**config.mk**
```make
export PLATFORM = sky130hd
export DESIGN_NAME = ticket_lock_arbiter
export DESIGN_NICKNAME = d
export VERILOG_FILES = /design/src/rtl/ticket_lock_arbiter.sv
export SDC_FILE = /design/constraint.sdc
export NUM_CORES = 1
export LEC_CHECK = 0
export BUFFER_PORTS_ARGS = -buffer_cell sky130_fd_sc_hd__buf_2
export CAP_MARGIN = 10
export CORE_AREA = 2 2 78 58
export DETAILED_ROUTE_END_ITERATION = 8
export DIE_AREA = 0 0 80 60
export PLACE_DENSITY = 0.69
export REMOVE_ABC_BUFFERS = 1
export SETUP_SLACK_MARGIN = 0.1
export SKIP_LAST_GASP = 1
export SLEW_MARGIN = 0
export SYNTH_ARGS = -nofsm -noshare
export SYNTH_HDL_FRONTEND = slang
export SYNTH_SLANG_ARGS = --single-unit
```
**constraint.sdc**
```tcl
create_clock -name clock -period 2.5 [get_ports clock]
set_input_delay 0.5 -clock clock [delete_from_list [all_inputs] [get_ports clock]]
set_output_delay 0.5 -clock clock [all_outputs]
set_load 0.05 [all_outputs]
```
**src/rtl/ticket_lock_arbiter.sv**
```systemverilog
// Hardware ticket lock: first-come-first-served mutual exclusion for HIPROC+1 requesters.
// A single dispenser hands out one ticket per cycle. A "now serving" counter admits
// the matching ticket holder only after the previous owner has fully left, which
// leaves one idle cycle between owners.
module ticket_lock_arbiter #(
  parameter int unsigned HIPROC = 3,
  parameter int unsigned SELMSB = 1,
  parameter int unsigned TKMSB  = 2
) (
  input  logic              clock,
  input  logic              reset,
  input  logic [HIPROC:0]   req,
  input  logic [HIPROC:0]   rel,
  output logic [HIPROC:0]   grant,
  output logic              busy,
  output logic [SELMSB:0]   owner,
  output logic [TKMSB:0]    qlen
);

  localparam int unsigned NREQ = HIPROC + 1;
  localparam int unsigned SELW = SELMSB + 1;
  localparam int unsigned TKW  = TKMSB + 1;

  // Tickets must stay unique while every requester holds one at the same time.
  if ((64'd1 << TKW) < 64'(NREQ)) begin : g_bad_tkmsb
    $error("ticket_lock_arbiter: 2**(TKMSB+1) must be at least HIPROC+1");
  end

  // Index-valued outputs must be able to name the highest requester.
  if ((64'd1 << SELW) <= 64'(HIPROC)) begin : g_bad_selmsb
    $error("ticket_lock_arbiter: SELMSB too small to represent HIPROC");
  end

  typedef enum logic [1:0] {
    ST_IDLE = 2'd0,
    ST_WAIT = 2'd1,
    ST_CS   = 2'd2
  } rq_state_t;

  rq_state_t         state  [NREQ];
  logic [TKMSB:0]    ticket [NREQ];
  logic [TKMSB:0]    next_ticket;
  logic [TKMSB:0]    now_serving;

  logic [HIPROC:0]   draw;
  logic [HIPROC:0]   admit;
  logic [HIPROC:0]   leave;
  logic              cs_any;
  logic [HIPROC:0]   grant_n;
  logic [SELMSB:0]   owner_n;
  logic [TKMSB:0]    next_ticket_n;
  logic [TKMSB:0]    now_serving_n;

  // Dispenser: the lowest-index idle requester with req set draws this cycle.
  always_comb begin
    logic found;
    draw  = '0;
    found = 1'b0;
    for (int unsigned i = 0; i < NREQ; i++) begin
      if (!found && state[i] == ST_IDLE && req[i]) begin
        draw[i] = 1'b1;
        found   = 1'b1;
      end
    end
  end

  // Admission is blocked by any current owner, including one leaving on this edge.
  always_comb begin
    cs_any = 1'b0;
    admit  = '0;
    leave  = '0;
    for (int unsigned i = 0; i < NREQ; i++) begin
      if (state[i] == ST_CS) begin
        cs_any = 1'b1;
      end
    end
    for (int unsigned i = 0; i < NREQ; i++) begin
      leave[i] = (state[i] == ST_CS) && rel[i];
      admit[i] = (state[i] == ST_WAIT) && (ticket[i] == now_serving) && !cs_any;
    end
  end

  // Next values of the registered outputs and the two ticket counters.
  always_comb begin
    grant_n = '0;
    owner_n = '0;
    for (int unsigned i = 0; i < NREQ; i++) begin
      grant_n[i] = admit[i] || ((state[i] == ST_CS) && !rel[i]);
    end
    for (int unsigned i = 0; i < NREQ; i++) begin
      if (grant_n[i]) begin
        owner_n = SELW'(i);
      end
    end
    next_ticket_n = next_ticket + TKW'(|draw);
    now_serving_n = now_serving + TKW'(|leave);
  end

  // Per-requester FSMs, ticket counters and registered outputs.
  always_ff @(posedge clock) begin
    if (reset) begin
      for (int unsigned i = 0; i < NREQ; i++) begin
        state[i]  <= ST_IDLE;
        ticket[i] <= '0;
      end
      next_ticket <= '0;
      now_serving <= '0;
      grant       <= '0;
      busy        <= 1'b0;
      owner       <= '0;
      qlen        <= '0;
    end else begin
      for (int unsigned i = 0; i < NREQ; i++) begin
        case (state[i])
          ST_IDLE: begin
            if (draw[i]) begin
              state[i]  <= ST_WAIT;
              ticket[i] <= next_ticket;
            end
          end
          ST_WAIT: begin
            if (admit[i]) begin
              state[i] <= ST_CS;
            end
          end
          ST_CS: begin
            if (rel[i]) begin
              state[i] <= ST_IDLE;
            end
          end
          default: state[i] <= ST_IDLE;
        endcase
      end
      next_ticket <= next_ticket_n;
      now_serving <= now_serving_n;
      grant       <= grant_n;
      busy        <= |grant_n;
      owner       <= owner_n;
      qlen        <= next_ticket_n - now_serving_n;
    end
  end

endmodule

```
## Yosys cells after proc, flatten, opt, wreduce, memory -nomap -nowiden

Memory sizes are Yosys's and may differ from the RTL's.
Index checks and enable logic that the tools add are counted.

- Add/sub/neg operators: 3
- Eq/ne operators: 12
- Mux-type cells: 95
- Bitwise gates (word level): 20
- Reductions and logical operators: 46

Operator list:

| cell | number |
|---|---|
| two-way mux 1 bit | 73 |
| two-way mux 2 bit | 18 |
| logical AND 1 bit | 23 |
| OR 1 bit | 20 |
| equality test 3 bit | 4 |
| two-way mux 3 bit | 4 |
| OR reduction 3 bit | 4 |
| OR reduction 4 bit | 3 |
| equality test 2 x 1 -> 1 bit (second input constant) | 4 |
| equality test 2 bit (second input constant) | 4 |
| zero test 1 bit | 8 |
| zero test 2 bit | 4 |
| adder 3 x 1 -> 3 bit | 2 |
| logical OR 1 bit | 4 |
| subtractor 3 bit | 1 |

- Flip-flop bits (word level): 16
- Memory bits (writable): 20
- Input port bits: 10
- Output and inout bits: 10
- Logic and storage cells: 184
- Memories: 2

Memory list:

| memory | words | bits a word | read ports | clocked after memory_dff | write ports | line | text |
|---|---|---|---|---|---|---|---|
| ticket | 4 | 3 | 4 | 0 | 4 | 41 | `logic [TKMSB:0] ticket [NREQ];` |
| state | 4 | 2 | 4 | 0 | 4 | 40 | `rq_state_t state [NREQ];` |

## Longest topological paths before layout

Gate-level depths: netlist of run 1.
An unclocked memory read counts as a cell.

- Depth in word-level cells: 24
- Depth in mapped cells: 10
- Gate-level depth less buffers: 10

## Worst setup path before layout of run 1

No wires, ideal clock.

- Path type: input-to-reg
- Start: input req[1]
- End: register qlen[2]
- Setup time: 128 ps
- Arrival: 2031 ps
- Required time: 2372 ps
- Slack: 341 ps
- Stages: 10
- Path buffers: 0
- Cells stage by stage: nor3b_2 nor3_1 nand2_1 ha_1 inv_1 ha_1 inv_1 fa_1 xnor2_1 nor2_1

- Longest elaborated chain between the ends: 13
- Elaborated cells on any way between the ends: 15
- Classes of those cells: add/sub: 2; mux: 5; reduce/logical: 8

RTL lines:

| item | line | text |
|---|---|---|
| start, declared | 12 | `input logic [HIPROC:0] req,` |
| logical AND 1 bit * | 60 | `if (!found && state[i] == ST_IDLE && req[i]) begin` |
| two-way mux 1 bit | 60 |  |
| zero test 1 bit | 60 |  |
| logical AND 1 bit (2 in a row) | 60 |  |
| two-way mux 1 bit | 60 |  |
| zero test 1 bit | 60 |  |
| logical AND 1 bit (2 in a row) | 60 |  |
| two-way mux 1 bit | 60 |  |
| OR reduction 4 bit * | 95 | `next_ticket_n = next_ticket + TKW'(\|draw);` |
| adder 3 x 1 -> 3 bit * | 95 |  |
| net next_ticket_n[0] | 51 | `logic [TKMSB:0] next_ticket_n;` |
| subtractor 3 bit * | 139 | `qlen <= next_ticket_n - now_serving_n;` |
| end signal, assigned | 139 |  |
| end, declared | 17 | `output logic [TKMSB:0] qlen` |

Mark *: on every way through the listed nets, which the timed path passes. The rest lies on a longest branch.
A chain may end at the register's enable or synchronous reset.

==> summary.txt, run 1 <==
STA
  – Final-report hold violation count: 0
  – Post-route setup slack: 257 ps
  – Fin crit share: 0.897
  – Clk_skew: 6.16 ps
  – Fin crit period: 2240 ps
  – Worst-Margin Slew: 641 ps
  – RSZ-0062 raised after global routing: false
  – Setup violators final: 0
  – Max-slew headroom: 0.569
  – FMAX: 446 MHz
  – Pins Over Slew Limit: 0
  – Sum of negative setup slack: 0 ps

Floorplanning
  – Die Span X: 80 µm
  – Die H: 60 µm
  – Cell row count: 20
  – Core area: 4100 µm²
  – DIE AREA: 4800 µm²
  – Io pins: 20
  – Initial core utilization: 0.432

Routing
  – Routed wire length per instance: 14.6 µm
  – Vias post-DR: 1221
  – Via/cell ratio: 5.15
  – Drt drc: 0
  – DRT Pass-1 Iters: 4
  – Initial DRC count: 76
  – Final wirelength: 3.45 mm
  – Antenna Nets Post-Route: 0

Pwr
  – Int Pwr: 0.00122 W
  – Peak VDD IR: 0.527 mV
  – Clock power share: 0.271
  – Power Density: 890 nW/µm²
  – Comb power frac: 0.293
  – Switching power total: 0.000617 W
  – Switching Share: 0.335
  – Sequential Power Share: 0.435
  – P_leak: 0.963 nW
  – Total power: 0.00184 W

Setup path
  – Maximum fanout along the worst path: 3
  – Arrival @ worst endpoint: 2410 ps
  – Worst setup EP type: flop
  – Reg2reg start: state[3][1]
  – Critical path class: flop to flop
  – CP Launch Type: flop
  – R2r endpoint: qlen[2]
  – Required time worst endpoint: 2670 ps
  – Max incr delay on CP: 420 ps
  – Slowest cell on crit path: or3b_4
  – Crit path cell chain: buf_4 > or3b_4 > nand2_1 > ha_1 > inv_1 > ha_1 > inv_1 > fa_1 > xnor2_1 > nor2_1
  – R2R setup slack: 260 ps
  – Cells on worst reg2reg path: 10

CTS
  – # clock sinks: 36
  – Clock Latency Late Sink: 280 ps
  – CTS H-tree depth: 2
  – CTS tree: built
  – Root Buffer: clkbuf_8
  – Clock transition at path regs: 70 ps
  – Worst-case clock buffer depth: 2
  – Num CTS Buffers: 5

Finish
  – Commonest non-fill, non-tap cells in the layout: edfxtp_1, buf_2, and3_1, dfxtp_1
  – Layout area overhead: 16.8%
  – Fin util: 0.504
  – Antenna diodes: 0
  – Share of cells above drive strength 1: 0.247
  – Commonest non-fill, non-tap cell in the layout: edfxtp_1
  – Final #Nets: 197

Placement
  – Detail Placement HPWL: 2.51 mm
  – Port-buffer cells: 19
  – Routability congestion estimate: 0.745
  – Place WS: 84.5 ps

Run status
  – Status: complete, no violations

Synth
  – Seq/Total Area, Yosys: 0.520
  – Synth Register Bits: 36
  – Post-synth ARST share: 0
  – Number of synthesized flops with an enable pin: 20
  – Warnings, synthesis: 0
  – Ys flop type: edfxtp_1
  – Synthesized area per cell: 11.4 µm²
  – Synth Cell Area: 1770 µm²
  – Netlist cell types: 37
  – Post-Synthesis Cells: 155

GRT
  – Initial antenna violation count: 0
  – Vias in the first global route: 1256
  – First-pass GRT wire length: 5.46 mm
  – Total grt overflow: 0
  – Pin count of the biggest net entering global routing: 22
  – GR Util All Layers: 0.156

Job
  – Max Cap Viol: 0

Min path
  – WHS Path Cells: 3
  – Hold path endpoint: state[0][0]
  – Worst hold start: req[0]
  – Worst min-delay path category: primary input to flop
==> logic make-up after synthesis <==
family	Yosys count	synth area share
compound gates	16	0.0650
xor+xnor	16	0.0791
fa+ha+maj	6	0.0466
buf+inv	13	0.0339
flops	36	0.520
simple gates	68	0.256
==> worst max path at each step <==
stage	endpoint	from	slack, ps
after floorplan	qlen[2]	req[1]	350
after global placement	qlen[2]	req[0]	150
after detailed placement	qlen[2]	req[0]	80
after CTS	qlen[2]	state[0][1]	190
after global routing	qlen[2]	state[3][1]	120
final	qlen[2]	state[3][1]	260
==> power by group through the flow <==
stage	clock network (W)	registers (W)	logic, W
after floorplan	0	0.000914	0.000287
after global placement	0	0.000811	0.000508
after detailed placement	0	0.000813	0.000518
after global routing	0.000528	0.000814	0.000603
final	0.000499	0.000802	0.000540
after CTS	0.000504	0.000801	0.000524
==> flip-flops by register name (all words and copies together) (netlist names) <==
register,cells
now_serving,3
owner,2
state,8
next_ticket,3
busy,1
qlen,3
ticket,12
grant,4
==> cell usage after synthesis, drive strengths merged (2+ instances only) <==
| master | count | area share |
|---|---|---|
| or2 | 2 | 0.0071 |
| a32oi | 2 | 0.0099 |
| inv | 8 | 0.017 |
| a21o | 2 | 0.0085 |
| nor4 | 6 | 0.049 |
| nand2b | 4 | 0.014 |
| dfxtp | 16 | 0.18 |
| nor3b | 5 | 0.030 |
| xnor2 | 4 | 0.020 |
| ha | 5 | 0.035 |
| buf | 4 | 0.015 |
| nor2 | 12 | 0.025 |
| and2 | 3 | 0.011 |
| nand3b | 2 | 0.0085 |
| nand2 | 7 | 0.015 |
| xor2 | 12 | 0.059 |
| edfxtp | 20 | 0.34 |
| o21ai | 6 | 0.017 |
| nor2b | 8 | 0.028 |
| and3 | 16 | 0.056 |
| a22oi | 2 | 0.0085 |
==> metal layers <==
metal	vias up	wire, µm	track usage
li1	597	-	-
met1	587	1650	0.197
met2	32	1590	0.249
met3	5	177	0.0468
met4	0	35	0.0702
met5	-	0	0
==> layout make-up <==
type,count,area [µm²]
clock inverter,2,35.0
fill,375,2030
tap,55,68.8
timing repair buffer,24,133
sequential,36,921
inverter,8,30.0
clock buffer,6,72.6
multi-input combinational,106,810
==> critical path: cells and delay by family (launching register included) <==
family | cells | cell delay, ps
adder cells (fa/ha/maj) | 3 | 730
AND/OR/NAND/NOR | 3 | 560
flip-flops | 1 | 410
buffers and inverters | 3 | 270
XOR/XNOR | 1 | 160
==> repair_timing <==
action,CTS,global route
setup buffers,0,3
setup endpoints to repair,0,2
resized for setup,0,4
hold endpoints to repair,0,0
hold buffers,0,0
==> per-stage QoR <==
step	std cells	hold WS [ps]	cell area, µm²
after floorplan	150	545	1740
after global placement	226	625	1920
after detailed placement	226	634	1920
after CTS	234	540	2030
after global routing	237	562	2070
final	237	549	2070
(Power assumes the default switching activity.)
==> run 2: changes to the inputs <==
- SETUP_SLACK_MARGIN: 0.1 -> 0.4
==> run 2 against run 1 <==
Effect of this change: clock power hardly changed; largest power group unchanged; register-to-register slack better by 96 ps; highest routed layer unchanged; flip-flop and latch count stayed put; total power is 8.3% higher; worst setup slack better by 96 ps.
==> summary.txt, run 2 (synthesis gave the netlist of run 1 again) <==
STA
  – Sum of negative setup slack: 0 ps (unchanged)
  – Final-report hold violation count: 0 (unchanged)
  – Pins Over Slew Limit: 0 (unchanged)
  – Post-route setup slack: 352 ps (was 257 ps)
  – Fin crit share: 0.859 (was 0.897)
  – Fin crit period: 2150 ps (was 2240 ps)
  – RSZ-0062 raised after global routing: true (was false)
  – Worst-Margin Slew: 660 ps (was 641 ps)
  – Setup violators final: 0 (unchanged)
  – Clk_skew: 2.93 ps (was 6.16 ps)
  – Max-slew headroom: 0.557 (was 0.569)
  – FMAX: 466 MHz (was 446 MHz)

Placement
  – Port-buffer cells: 19 (unchanged)
  – Detail Placement HPWL: 2.51 mm (unchanged)
  – Routability congestion estimate: 0.745 (unchanged)
  – Place WS: 84.5 ps (unchanged)

Floorplanning
  – Cell row count: 20 (unchanged)
  – Initial core utilization: 0.432 (unchanged)
  – Io pins: 20 (unchanged)
  – Core area: 4100 µm² (unchanged)
  – Die H: 60 µm (unchanged)
  – DIE AREA: 4800 µm² (unchanged)
  – Die Span X: 80 µm (unchanged)

Pwr
  – Power Density: 892 nW/µm² (was 890 nW/µm²)
  – Clock power share: 0.249 (was 0.271)
  – Int Pwr: 0.00132 W (was 0.00122 W)
  – P_leak: 1.03 nW (was 0.963 nW)
  – Comb power frac: 0.345 (was 0.293)
  – Total power: 0.00199 W (was 0.00184 W)
  – Peak VDD IR: 0.524 mV (was 0.527 mV)
  – Switching Share: 0.336 (was 0.335)
  – Sequential Power Share: 0.406 (was 0.435)
  – Switching power total: 0.000669 W (was 0.000617 W)

GRT
  – GR Util All Layers: 0.169 (was 0.156)
  – Vias in the first global route: 1301 (was 1256)
  – First-pass GRT wire length: 5.92 mm (was 5.46 mm)
  – M2 GR Usage: 0.252 (was 0.249)
  – M1 GR Usage: 0.230 (was 0.197)
  – Initial antenna violation count: 0 (unchanged)
  – Met3 Track Usage GR: 0.0483 (was 0.0468)
  – Pin count of the biggest net entering global routing: 22 (unchanged)
  – Grt peak-use layer: met2 (unchanged)
  – Total grt overflow: 0 (unchanged)

Finish
  – Antenna diodes: 0 (unchanged)
  – Commonest non-fill, non-tap cell in the layout: edfxtp_1 (unchanged)
  – Filler cells: 348 (was 375)
  – Biggest register: ticket (unchanged)
  – Share of cells above drive strength 1: 0.365 (was 0.247)
  – Commonest non-fill, non-tap cells in the layout: edfxtp_1, buf_2, and3_1, dfxtp_1, buf_4 (was edfxtp_1, buf_2, and3_1, dfxtp_1)
  – Layout area overhead: 26.1% (was 16.8%)
  – Biggest regs: ticket x12, state x8, grant x4 (unchanged)
  – Final #Nets: 207 (was 197)
  – Max reg flops: 12 (unchanged)

CTS
  – CTS tree: built (unchanged)
  – Root Buffer: clkbuf_8 (unchanged)
  – Post-cts hold buffer count: 0 (unchanged)
  – Clock transition at path regs: 70 ps (about the same)
  – Num CTS Buffers: 5 (unchanged)
  – Worst-case clock buffer depth: 2 (unchanged)
  – # clock sinks: 36 (unchanged)
  – CTS H-tree depth: 2 (unchanged)
  – Clock Latency Late Sink: 280 ps (about the same)

Routing
  – Routed wire length per instance: 15.0 µm (was 14.6 µm)
  – Initial DRC count: 68 (was 76)
  – DRT Pass-1 Iters: 4 (unchanged)
  – Antenna Nets Post-Route: 0 (unchanged)
  – Via/cell ratio: 5.18 (was 5.15)
  – Vias post-DR: 1279 (was 1221)
  – Drt drc: 0 (unchanged)
  – Final wirelength: 3.71 mm (was 3.45 mm)

Setup path
  – Critical path class: flop to flop (unchanged)
  – Required time worst endpoint: 2730 ps (was 2670 ps)
  – Worst setup EP type: flop (unchanged)
  – Max incr delay on CP: 520 ps (was 420 ps)
  – Arrival @ worst endpoint: 2380 ps (was 2410 ps)
  – Crit path cell chain: buf_6 > nor3b_4 > nor3_2 > nand2_1 > ha_1 > inv_2 > ha_4 > inv_2 > fa_2 > nor2b_4 (was buf_4 > or3b_4 > nand2_1 > ha_1 > inv_1 > ha_1 > inv_1 > fa_1 > xnor2_1 > nor2_1)
  – Maximum fanout along the worst path: 2 (was 3)
  – CP Launch Type: flop (unchanged)
  – Crit path top cell by count: inv_2
  – Slowest cell on crit path: fa_2 (was or3b_4)

Min path
  – Worst min-delay path category: primary input to flop (unchanged)

Job
  – Max Cap Viol: 0 (unchanged)

Run status
  – Status: complete, no violations (unchanged)
==> run 2: through the flow <==
| stage | cells | util | hold slack [ps] | instance area, µm² |
|---|---|---|---|---|
| finish | 247 | 0.545 | 550 | 2230 |
| global route | 247 | 0.545 | 562 | 2230 |
| CTS | 246 | 0.529 | 546 | 2170 |
| detailed placement | 226 | 0.468 | 634 | 1920 |
| global placement | 226 | 0.468 | 625 | 1920 |
| floorplan | 150 | - | 545 | 1740 |
==> run 2: what timing repair did <==
item	CTS	global route
buffers inserted	12	1
pin swaps	8	8
gates resized for setup	14	12
endpoints found under the setup margin	2	4
==> run 2: critical path: cells and delay by family, from the launching register on <==
kind          cells  cell delay (ps)
flops             1              430
fa+ha+maj         3              900
simple gates      4              490
buf+inv           3              260
==> run 2: worst paths after layout <==
path         cells past startpoint  slack, ps            from              to
max                             10        350     state[0][1]         qlen[1]
min                              3        550          req[0]     state[0][0]
max reg2reg                     10        350     state[0][1]         qlen[1]
min reg2reg                      2        650  next_ticket[2]  next_ticket[2]
==> run 2: cell type report <==
| cell class | instances | area, µm² | area share |
|---|---|---|---|
| Sequential cell | 36 | 921 | 0.412 |
| Multi-Input combinational cell | 106 | 896 | 0.401 |
| Timing Repair Buffer | 34 | 211 | 0.0946 |
| Clock buffer | 6 | 72.6 | 0.0325 |
| Tap cell | 55 | 68.8 | 0.0308 |
| Clock inverter | 2 | 35.0 | 0.0157 |
| Inverter | 8 | 30.0 | 0.0134 |
==> run 2: power groups by stage <==
stage                     combinational, W  clock [W]  sequential, W
after global placement            0.000508          0       0.000811
final                             0.000688   0.000497       0.000809
after detailed placement          0.000518          0       0.000813
after CTS                         0.000596   0.000504       0.000804
after floorplan                   0.000287          0       0.000914
after global routing              0.000756   0.000530       0.000820
==> run 2: layer usage <==
metal | wire (µm) | vias up | share of wire
met4 | 78 | 0 | 0.021
li1 | - | 615 | -
met1 | 1740 | 613 | 0.47
met2 | 1690 | 40 | 0.46
met3 | 202 | 11 | 0.054
met5 | 0 | - | 0
